===== src/rtl/alu_seq_ctrl_pkg.sv =====
// alu_seq_pkg: shared types for the shift-ALU sequencer.
// Holds the request op encodings, the sequencer FSM state enum and
// small helpers used to size counters and to predict ALU read data.
package alu_seq_pkg;

   typedef enum logic [1:0] {
      OP_SHIFT = 2'b00,   // load shift amount (addr0 strobe)
      OP_PUSH  = 2'b01,   // push FIFO byte (addr1 strobe)
      OP_READ  = 2'b10,   // read ALU result (mode low)
      OP_RSVD  = 2'b11    // accepted, no ALU activity
   } op_t;

   typedef enum logic [2:0] {
      ST_IDLE   = 3'd0,
      ST_SETUP  = 3'd1,
      ST_STROBE = 3'd2,
      ST_HOLD   = 3'd3,
      ST_TURN1  = 3'd4,
      ST_READ   = 3'd5,
      ST_TURN2  = 3'd6,
      ST_RSVD   = 3'd7
   } state_t;

   // Largest of the four phase lengths; sets the shared down-counter width.
   function automatic int unsigned cyc_max(input int unsigned a, input int unsigned b,
                                           input int unsigned c, input int unsigned d);
      int unsigned m;
      m = a;
      if (b > m) m = b;
      if (c > m) m = c;
      if (d > m) m = d;
      return m;
   endfunction

   // Result the ALU should present: the upper byte of {f1,f0} shifted left.
   // A shift of 0 yields f1; otherwise (f1<<s)|(f0>>(8-s)) truncated to 8 bits.
   function automatic logic [7:0] shadow_expect(input logic [2:0] sh,
                                                input logic [7:0] f0,
                                                input logic [7:0] f1);
      logic [15:0] pair;
      pair = {f1, f0} << sh;
      return pair[15:8];
   endfunction

endpackage


===== src/rtl/alu_seq_ctrl_if.sv =====
// alu_seq_ctrl_if: request/response bus between the core fabric and the
// ALU sequencer.
//
// Handshake: a requester raises x_valid with x_op/x_wdata stable and keeps
// all three unchanged until it sees x_ready high; the transfer happens on
// the rising clock edge where x_valid and x_ready are both high. x_ready is
// a one-cycle pulse. rsp_valid is a one-cycle pulse with no back-pressure;
// rsp_port/rsp_data are meaningful only while rsp_valid is high.
interface alu_seq_ctrl_if;

   logic       a_valid;
   logic       a_ready;
   logic [1:0] a_op;
   logic [7:0] a_wdata;

   logic       b_valid;
   logic       b_ready;
   logic [1:0] b_op;
   logic [7:0] b_wdata;

   logic       rsp_valid;
   logic       rsp_port;
   logic [7:0] rsp_data;

   modport master (
      output a_valid, a_op, a_wdata,
      output b_valid, b_op, b_wdata,
      input  a_ready, b_ready,
      input  rsp_valid, rsp_port, rsp_data
   );

   modport slave (
      input  a_valid, a_op, a_wdata,
      input  b_valid, b_op, b_wdata,
      output a_ready, b_ready,
      output rsp_valid, rsp_port, rsp_data
   );

endinterface


===== src/rtl/alu_seq_ctrl_rr_arb.sv =====
// alu_seq_rr_arb: two-port round-robin arbiter.
// gnt is a combinational one-hot pick among the requesting ports; when the
// sequencer commits a grant (adv) the priority pointer moves to the port
// that was not granted. A lone requester always wins.
module alu_seq_rr_arb (
   input  logic       clk,
   input  logic       reset,
   input  logic [1:0] req,
   input  logic       adv,
   output logic [1:0] gnt
);

   logic ptr;   // 0: port A has priority, 1: port B has priority

   // Pick a winner; the pointer only matters when both ports request.
   always_comb begin
      gnt = 2'b00;
      if (req[0] && req[1]) gnt = ptr ? 2'b10 : 2'b01;
      else if (req[0])      gnt = 2'b01;
      else if (req[1])      gnt = 2'b10;
   end

   // Pointer moves past whichever port was just granted.
   always_ff @(posedge clk or negedge reset) begin
      if (!reset)                ptr <= 1'b0;
      else if (adv && (|gnt))    ptr <= gnt[0];
   end

endmodule


===== src/rtl/alu_seq_ctrl.sv =====
// alu_seq_ctrl: shares the protection shift-ALU between CPU port A and the
// stream-loader port B. Each accepted request becomes a timed sequence of
// data-bus drive, addr0/addr1 strobe and mode cycles on the ALU pins, and
// the controller never drives the data bus while the ALU may be driving it.
//
// Optional build macro ALU_SHADOW_CHECK_EN: keeps a shadow of the ALU state
// and raises a sticky chk_err when read data disagrees with it. Without the
// macro the chk_err port and shadow logic are not present.
module alu_seq_ctrl
   import alu_seq_pkg::*;
#(
   parameter int unsigned SETUP_CYC = 1,
   parameter int unsigned PULSE_CYC = 2,
   parameter int unsigned HOLD_CYC  = 1,
   parameter int unsigned READ_CYC  = 2
) (
   input  logic          clk,
   input  logic          reset,
   alu_seq_ctrl_if.slave bus,
   output logic [7:0]    alu_dout,
   output logic          alu_doe,
   input  logic [7:0]    alu_din,
   output logic          alu_addr0,
   output logic          alu_addr1,
   output logic          alu_mode,
   output logic          alu_rst_n,
   output logic          busy,
   output state_t        state_dbg
`ifdef ALU_SHADOW_CHECK_EN
   ,
   output logic          chk_err
`endif
);

   localparam int unsigned CNT_MAX = cyc_max(SETUP_CYC, PULSE_CYC, HOLD_CYC, READ_CYC);
   localparam int unsigned CW      = $clog2(CNT_MAX + 1);

   localparam logic [CW-1:0] SETUP_LD = CW'(SETUP_CYC - 1);
   localparam logic [CW-1:0] PULSE_LD = CW'(PULSE_CYC - 1);
   localparam logic [CW-1:0] HOLD_LD  = CW'(HOLD_CYC - 1);
   localparam logic [CW-1:0] READ_LD  = CW'(READ_CYC - 1);
   localparam logic [CW-1:0] CNT_ONE  = CW'(1);
   localparam logic [CW-1:0] CNT_ZERO = '0;

   state_t        state;
   logic [CW-1:0] cnt;
   op_t           op_q;
   logic          port_q;

   logic          a_rdy_q;
   logic          b_rdy_q;
   logic          rsp_valid_q;
   logic          rsp_port_q;
   logic [7:0]    rsp_data_q;

   logic [1:0]    gnt;
   logic          grant_cycle;
   logic          last_cyc;
   logic          arb_adv;
   op_t           sel_op;
   logic [7:0]    sel_wdata;

   assign bus.a_ready   = a_rdy_q;
   assign bus.b_ready   = b_rdy_q;
   assign bus.rsp_valid = rsp_valid_q;
   assign bus.rsp_port  = rsp_port_q;
   assign bus.rsp_data  = rsp_data_q;
   assign state_dbg     = state;

   // The cycle where ready is high is the grant cycle; op/wdata come from
   // the granted port and are taken at the end of it.
   assign grant_cycle = a_rdy_q | b_rdy_q;
   assign sel_op      = op_t'(b_rdy_q ? bus.b_op : bus.a_op);
   assign sel_wdata   = b_rdy_q ? bus.b_wdata : bus.a_wdata;

   // Arbitrate in an idle, non-grant cycle, or on the final cycle of an
   // operation so the next grant lands on the first IDLE cycle.
   assign last_cyc = ((state == ST_HOLD) && (cnt == CNT_ZERO)) ||
                     (state == ST_TURN2) || (state == ST_RSVD);
   assign arb_adv  = (((state == ST_IDLE) && !grant_cycle) || last_cyc) && (|gnt);

   alu_seq_rr_arb u_arb (
      .clk   (clk),
      .reset (reset),
      .req   ({bus.b_valid, bus.a_valid}),
      .adv   (arb_adv),
      .gnt   (gnt)
   );

   // Sequencer FSM: every ALU pin, handshake and response output is a register here.
   always_ff @(posedge clk or negedge reset) begin
      if (!reset) begin
         state       <= ST_IDLE;
         cnt         <= CNT_ZERO;
         op_q        <= OP_SHIFT;
         port_q      <= 1'b0;
         a_rdy_q     <= 1'b0;
         b_rdy_q     <= 1'b0;
         rsp_valid_q <= 1'b0;
         rsp_port_q  <= 1'b0;
         rsp_data_q  <= 8'h00;
         alu_dout    <= 8'h00;
         alu_doe     <= 1'b0;
         alu_addr0   <= 1'b0;
         alu_addr1   <= 1'b0;
         alu_mode    <= 1'b1;
         alu_rst_n   <= 1'b0;
         busy        <= 1'b0;
      end else begin
         alu_rst_n   <= 1'b1;
         a_rdy_q     <= 1'b0;
         b_rdy_q     <= 1'b0;
         rsp_valid_q <= 1'b0;
         rsp_port_q  <= 1'b0;
         rsp_data_q  <= 8'h00;
         if (arb_adv) begin
            a_rdy_q <= gnt[0];
            b_rdy_q <= gnt[1];
         end

         case (state)
            ST_IDLE: begin
               if (grant_cycle) begin
                  port_q <= b_rdy_q;
                  op_q   <= sel_op;
                  busy   <= 1'b1;
                  case (sel_op)
                     OP_SHIFT, OP_PUSH: begin
                        state    <= ST_SETUP;
                        cnt      <= SETUP_LD;
                        alu_doe  <= 1'b1;
                        alu_dout <= sel_wdata;
                     end
                     OP_READ: begin
                        state <= ST_TURN1;
                     end
                     default: begin
                        state       <= ST_RSVD;
                        rsp_valid_q <= 1'b1;
                        rsp_port_q  <= b_rdy_q;
                     end
                  endcase
               end
            end

            ST_SETUP: begin
               if (cnt == CNT_ZERO) begin
                  state <= ST_STROBE;
                  cnt   <= PULSE_LD;
                  if (op_q == OP_SHIFT) alu_addr0 <= 1'b1;
                  else                  alu_addr1 <= 1'b1;
               end else begin
                  cnt <= cnt - CNT_ONE;
               end
            end

            ST_STROBE: begin
               if (cnt == CNT_ZERO) begin
                  state     <= ST_HOLD;
                  cnt       <= HOLD_LD;
                  alu_addr0 <= 1'b0;
                  alu_addr1 <= 1'b0;
                  if (HOLD_CYC == 1) begin
                     rsp_valid_q <= 1'b1;
                     rsp_port_q  <= port_q;
                  end
               end else begin
                  cnt <= cnt - CNT_ONE;
               end
            end

            ST_HOLD: begin
               if (cnt == CNT_ZERO) begin
                  state    <= ST_IDLE;
                  busy     <= 1'b0;
                  alu_doe  <= 1'b0;
                  alu_dout <= 8'h00;
               end else begin
                  cnt <= cnt - CNT_ONE;
                  if (cnt == CNT_ONE) begin
                     rsp_valid_q <= 1'b1;
                     rsp_port_q  <= port_q;
                  end
               end
            end

            ST_TURN1: begin
               state    <= ST_READ;
               cnt      <= READ_LD;
               alu_mode <= 1'b0;
            end

            ST_READ: begin
               if (cnt == CNT_ZERO) begin
                  state       <= ST_TURN2;
                  alu_mode    <= 1'b1;
                  rsp_valid_q <= 1'b1;
                  rsp_port_q  <= port_q;
                  rsp_data_q  <= alu_din;
               end else begin
                  cnt <= cnt - CNT_ONE;
               end
            end

            ST_TURN2: begin
               state <= ST_IDLE;
               busy  <= 1'b0;
            end

            ST_RSVD: begin
               state <= ST_IDLE;
               busy  <= 1'b0;
            end

            default: begin
               state <= ST_IDLE;
               busy  <= 1'b0;
            end
         endcase
      end
   end

`ifdef ALU_SHADOW_CHECK_EN
   logic [2:0] sh_shift;
   logic [7:0] sh_f0;
   logic [7:0] sh_f1;

   // Track ALU state from completed writes and flag any read that disagrees.
   always_ff @(posedge clk or negedge reset) begin
      if (!reset) begin
         sh_shift <= 3'd0;
         sh_f0    <= 8'h00;
         sh_f1    <= 8'h00;
         chk_err  <= 1'b0;
      end else begin
         if ((state == ST_HOLD) && (cnt == CNT_ZERO)) begin
            if (op_q == OP_SHIFT) begin
               sh_shift <= alu_dout[2:0];
            end else begin
               sh_f0 <= sh_f1;
               sh_f1 <= alu_dout;
            end
         end
         if ((state == ST_READ) && (cnt == CNT_ZERO) &&
             (alu_din != shadow_expect(sh_shift, sh_f0, sh_f1))) begin
            chk_err <= 1'b1;
         end
      end
   end
`endif

endmodule

===== src/flat_wrapper.sv =====
// flat-port wrapper written by rule: the top's interface ports become plain ports
module alu_seq_ctrl_flat import alu_seq_pkg::*;
#(
   parameter int unsigned SETUP_CYC = 1,
   parameter int unsigned PULSE_CYC = 2,
   parameter int unsigned HOLD_CYC  = 1,
   parameter int unsigned READ_CYC  = 2
)
  (clk, reset, alu_dout, alu_doe, alu_din, alu_addr0, alu_addr1, alu_mode, alu_rst_n, busy, state_dbg, bus_a_valid, bus_a_op, bus_a_wdata, bus_b_valid, bus_b_op, bus_b_wdata, bus_a_ready, bus_b_ready, bus_rsp_valid, bus_rsp_port, bus_rsp_data);
  alu_seq_ctrl_if bus_i ();
  input  logic clk;
  input  logic reset;
  output logic [7:0] alu_dout;
  output logic alu_doe;
  input  logic [7:0] alu_din;
  output logic alu_addr0;
  output logic alu_addr1;
  output logic alu_mode;
  output logic alu_rst_n;
  output logic busy;
  output state_t state_dbg;
  input wire logic [$bits(bus_i.a_valid)-1:0] bus_a_valid;
  input wire logic [$bits(bus_i.a_op)-1:0] bus_a_op;
  input wire logic [$bits(bus_i.a_wdata)-1:0] bus_a_wdata;
  input wire logic [$bits(bus_i.b_valid)-1:0] bus_b_valid;
  input wire logic [$bits(bus_i.b_op)-1:0] bus_b_op;
  input wire logic [$bits(bus_i.b_wdata)-1:0] bus_b_wdata;
  output wire logic [$bits(bus_i.a_ready)-1:0] bus_a_ready;
  output wire logic [$bits(bus_i.b_ready)-1:0] bus_b_ready;
  output wire logic [$bits(bus_i.rsp_valid)-1:0] bus_rsp_valid;
  output wire logic [$bits(bus_i.rsp_port)-1:0] bus_rsp_port;
  output wire logic [$bits(bus_i.rsp_data)-1:0] bus_rsp_data;
  assign bus_i.a_valid = bus_a_valid;
  assign bus_i.a_op = bus_a_op;
  assign bus_i.a_wdata = bus_a_wdata;
  assign bus_i.b_valid = bus_b_valid;
  assign bus_i.b_op = bus_b_op;
  assign bus_i.b_wdata = bus_b_wdata;
  assign bus_a_ready = bus_i.a_ready;
  assign bus_b_ready = bus_i.b_ready;
  assign bus_rsp_valid = bus_i.rsp_valid;
  assign bus_rsp_port = bus_i.rsp_port;
  assign bus_rsp_data = bus_i.rsp_data;
  alu_seq_ctrl #(.SETUP_CYC(SETUP_CYC), .PULSE_CYC(PULSE_CYC), .HOLD_CYC(HOLD_CYC), .READ_CYC(READ_CYC)) u_core (.clk(clk), .reset(reset), .bus(bus_i), .alu_dout(alu_dout), .alu_doe(alu_doe), .alu_din(alu_din), .alu_addr0(alu_addr0), .alu_addr1(alu_addr1), .alu_mode(alu_mode), .alu_rst_n(alu_rst_n), .busy(busy), .state_dbg(state_dbg));
endmodule

===== config.mk =====
export PLATFORM = sky130hd
export DESIGN_NAME = alu_seq_ctrl_flat
export DESIGN_NICKNAME = d
export VERILOG_FILES = /design/src/rtl/alu_seq_ctrl_pkg.sv /design/src/rtl/alu_seq_ctrl_if.sv /design/src/rtl/alu_seq_ctrl_rr_arb.sv /design/src/rtl/alu_seq_ctrl.sv /design/src/flat_wrapper.sv
export SDC_FILE = /design/constraint.sdc
export NUM_CORES = 1
export LEC_CHECK = 0
export ABC_CLOCK_PERIOD_IN_PS = 5600
export BUFFER_PORTS_ARGS = -buffer_cell sky130_fd_sc_hd__buf_2
export CORE_ASPECT_RATIO = 0.6
export CORE_MARGIN = 4
export CORE_UTILIZATION = 52
export CTS_BUF_LIST = sky130_fd_sc_hd__clkbuf_16
export CTS_CLUSTER_DIAMETER = 200
export DETAILED_ROUTE_END_ITERATION = 10
export PLACE_DENSITY = 0.83
export SETUP_SLACK_MARGIN = 0.05
export SKIP_CTS_REPAIR_TIMING = 1
export SYNTH_ARGS = -nofsm -noshare
export SYNTH_HDL_FRONTEND = slang
export SYNTH_SLANG_ARGS = --single-unit
export TNS_END_PERCENT = 5

===== constraint.sdc =====
create_clock -name clk -period 5.6 [get_ports clk]
set_clock_uncertainty 0.2 [all_clocks]
set_input_delay 0 -clock clk [delete_from_list [all_inputs] [get_ports clk]]
set_output_delay 0 -clock clk [all_outputs]
set_load 0.01 [all_outputs]

==> flow_metrics.py <==
metrics = {
    "global_routing": {
        "grt_max_degree": 36,
        "grt_pass1_vias": 1367,
        "grtUsageTotal_pct": 21.4,
        "antenna_found_initial": 0,
        "grt_pass1_wl_mm": 6.65,
        "gr-total-overflow": 0,
    },
    "timing": {
        "period_share_pct": 45.7,
        "slew_violations": 0,
        "setup_tns_ns": 0,
        "finalCriticalPeriod_ns": 2.56,
        "finalHoldWorstSlack_ns": 0.00355,
        "rsz0062_at_grt": "no",
        "fmax_mhz": 391,
        "worst_slack_ns": 3.04,
        "setup_viol": 0,
        "relSlewSlack_pct": 48.0,
        "hold_viol": 0,
        "worst_pin_slew_ns": 0.779,
    },
    "cts": {
        "cts_max_level": 2,
        "insertion_delay_ns": 0.28,
        "cts_buffers": 5,
        "cts_tree": "built",
        "root_buffer": "clkbuf_16",
        "clockBufferDepth": 2,
        "clk_pin_slew_ns": 0.05,
        "cts.sinks": 35,
    },
    "synth": {
        "yosysWarnings": 0,
        "yosys_register_bits": 35,
        "synth_edf_count": 0,
        "async_flop_share_pct": 100,
        "synth_area_per_cell_um2": 11.0,
        "seq_area_frac_synth_pct": 52.8,
        "mappedNetlistNets": 187,
        "synth_cells": 151,
        "synth_cell_types": 39,
        "yosys_most_used_dff": "dfrtp_1",
        "syn-cell-area_um2": 1660,
    },
    "placement": {
        "dp_hpwl_mm": 3.00,
        "gp_congestion": 0.928,
        "portBuffers": 60,
        "dp_slack_ns": 3.21,
    },
    "drt": {
        "vias": 1583,
        "detail-route-antenna-nets": 0,
        "drtIter0Drc": 136,
        "via_per_inst": 5.52,
        "wl_mm": 4.90,
        "route.detailed.drc": 0,
        "detail_route.wl_per_cell_um": 17.1,
        "drt_pre_antenna_iters": 4,
    },
    "worst_setup_path": {
        "cp_max_fo": 11,
        "crit_chain": "inv_1 > ha_1 > and2_1 > nor2b_1 > or3b_4 > mux2_4",
        "crit_path_start_kind": "flip-flop",
        "crit_family": "simple AND/OR/NAND/NOR gates",
        "slowest_stage": "nor2b_1",
        "arrival_ns": 2.52,
        "crit_buf_inv": 1,
        "cpPeakStageDelay_ns": 0.54,
        "path_class": "reg2reg",
        "cp.required_ns": 5.56,
        "ff2ff_setup_slack_ns": 3.04,
        "critPathCaptureType": "flip-flop",
    },
    "run": {
        "max-cap-violations": 0,
    },
    "final_layout": {
        "multi_input_area_um2": 732,
        "fill_cells": 175,
        "drive_above_1_share_pct": 30.6,
        "syn2layout_area_growth_pct": 46.8,
        "antennaDiodeCount": 0,
        "regArea_um2": 877,
        "nets": 280,
    },
    "pwr": {
        "leakage_uw": 0.00123,
        "p_per_area_nw_per_um2": 527,
        "vdd_drop_max_v": 0.000367,
    },
    "floorplan": {
        "die_w_um": 81.0,
        "core_um2": 2970,
        "die_area_um2": 4190,
        "placementRows": 15,
        "start_util_pct": 56.0,
        "die_h_um": 51.8,
        "io_pins": 61,
    },
    "hold_path": {
        "hold_class": "in2reg",
    },
    "status": {
        "status": "finished, final reports clean",
    },
}
-- state kept, by name (all words and copies together), names as in the netlist --
| name | count |
|---|---|
| u_core.alu_doe | 1 |
| u_core.bus.rsp_port | 1 |
| u_core.alu_addr1 | 1 |
| u_core.bus.a_ready | 1 |
| u_core.alu_rst_n | 1 |
| u_core.alu_addr0 | 1 |
| u_core.op_q | 2 |
| u_core.bus.rsp_data | 8 |
| u_core.bus.b_ready | 1 |
| u_core.busy | 1 |
| u_core.alu_dout | 8 |
| u_core.u_arb.ptr | 1 |
| u_core.bus.rsp_valid | 1 |
| u_core.state_dbg | 3 |
| u_core.port_q | 1 |
| u_core.cnt | 2 |
| u_core.alu_mode | 1 |
-- cells in the mapped netlist, types with 2 or more instances --
cell,instances,area share (%)
a22o_1,2,1.1
dfrtp_1,34,51
buf_2,2,0.60
and3b_1,2,1.1
o2bb2ai_1,9,4.7
nand3_1,2,0.60
nor2_1,6,1.4
ha_1,4,3.0
nand2_1,9,2.0
o21ai_0,7,2.1
and3_1,3,1.1
mux2_4,3,2.7
o21a_1,2,0.90
mux2i_1,9,5.4
nand3b_1,2,0.90
a21oi_1,15,4.5
nand2_2,2,0.75
clkbuf_1,2,0.45
and2_1,9,3.4
nand2b_1,4,1.5
inv_1,5,1.1
-- metal layers --
metal | wire length, um | up-vias | track usage [%]
met5 | 0 | - | 0
met4 | 112 | 0 | 5.62
met3 | 473 | 14 | 6.40
met2 | 2480 | 98 | 35.0
met1 | 1830 | 753 | 27.7
li1 | - | 718 | -
-- cell type report --
class                      instances  share of cell area, %
clock inverter                     3                  0.462
inverter                           5                  0.770
clock buffer                       5                   5.13
multi-input combinational        105                   30.0
timing repair buffer              92                   25.5
tap                               42                   2.16
sequential                        35                   36.0
-- where the power goes --
| group | internal, uW | total [uW] | leakage [uW] | switching, uW |
|---|---|---|---|---|
| clock network | 160 | 257 | 0.0000701 | 97.2 |
| registers | 340 | 453 | 0.000452 | 112 |
| logic | 279 | 574 | 0.000712 | 295 |
| total | 779 | 1280 | 0.00123 | 504 |
-- metrics by stage --
stage | util (%) | cell area, um2 | cells | total power, uW
6_report | 82.2 | 2440 | 287 | 1280
5_1_grt | 82.2 | 2440 | 287 | 1360
4_1_cts | 71.4 | 2120 | 255 | 1220
3_5_place_dp | 66.8 | 1980 | 247 | 960
3_3_place_gp | 66.8 | 1980 | 247 | 929
2_1_floorplan | - | 1660 | 151 | 803
-- final timing paths --
path / from / endpoint / cells past startpoint
max: u_core.cnt[0]$_DFFE_PN0P_ / u_core.cnt[1]$_DFFE_PN0P_ / 6
max reg2reg: u_core.cnt[0]$_DFFE_PN0P_ / u_core.cnt[1]$_DFFE_PN0P_ / 6
min in group asynchronous: reset / u_core.cnt[0]$_DFFE_PN0P_ / 2
min: bus_a_op[1] / u_core.state_dbg[0]$_DFFE_PN0P_ / 5
min reg2reg: u_core.alu_dout[6]$_DFFE_PN0P_ / u_core.alu_dout[6]$_DFFE_PN0P_ / 1
max in group asynchronous: reset / u_core.alu_dout[7]$_DFFE_PN0P_ / 2
-- tightest hold or removal path, delay by kind of cell --
kind	cells	cell delay, ns
AO/OA/AOI/OAI	1	0.07
buffers and inverters	1	0.08
multiplexers	1	0.16
AND/OR/NAND/NOR	2	0.13
-- placed cells by master (no fill, tap or decap), types with 2 or more instances in the layout --
| master | netlist | layout |
|---|---|---|
| nand3b_1 | 2 | 2 |
| nand3_1 | 2 | 2 |
| clkbuf_16 | 0 | 5 |
| dfrtp_1 | 34 | 34 |
| clkinv_1 | 0 | 2 |
| nand2_1 | 9 | 9 |
| mux2i_1 | 9 | 9 |
| o21ai_0 | 7 | 7 |
| o21a_1 | 2 | 2 |
| dlygate4sd3_1 | 0 | 32 |
| and2_1 | 9 | 9 |
| and3b_1 | 2 | 2 |
| ha_1 | 4 | 4 |
| nor2_1 | 6 | 6 |
| o2bb2ai_1 | 9 | 9 |
| a22o_1 | 2 | 2 |
| and3_1 | 3 | 3 |
| buf_2 | 2 | 60 |
| a21oi_1 | 15 | 15 |
| mux2_4 | 3 | 3 |
| nand2_2 | 2 | 2 |
| inv_1 | 5 | 6 |
| nand2b_1 | 4 | 4 |
-- cells by family after synthesis --
group | Yosys count | synth area share, %
buf+inv | 11 | 3.09
flops | 35 | 52.8
compound gates | 42 | 16.6
fa+ha+maj | 4 | 3.01
mux | 12 | 8.14
simple gates | 46 | 16.1
other cells | 1 | 0.226
Power figures use the tool's default switching activity.
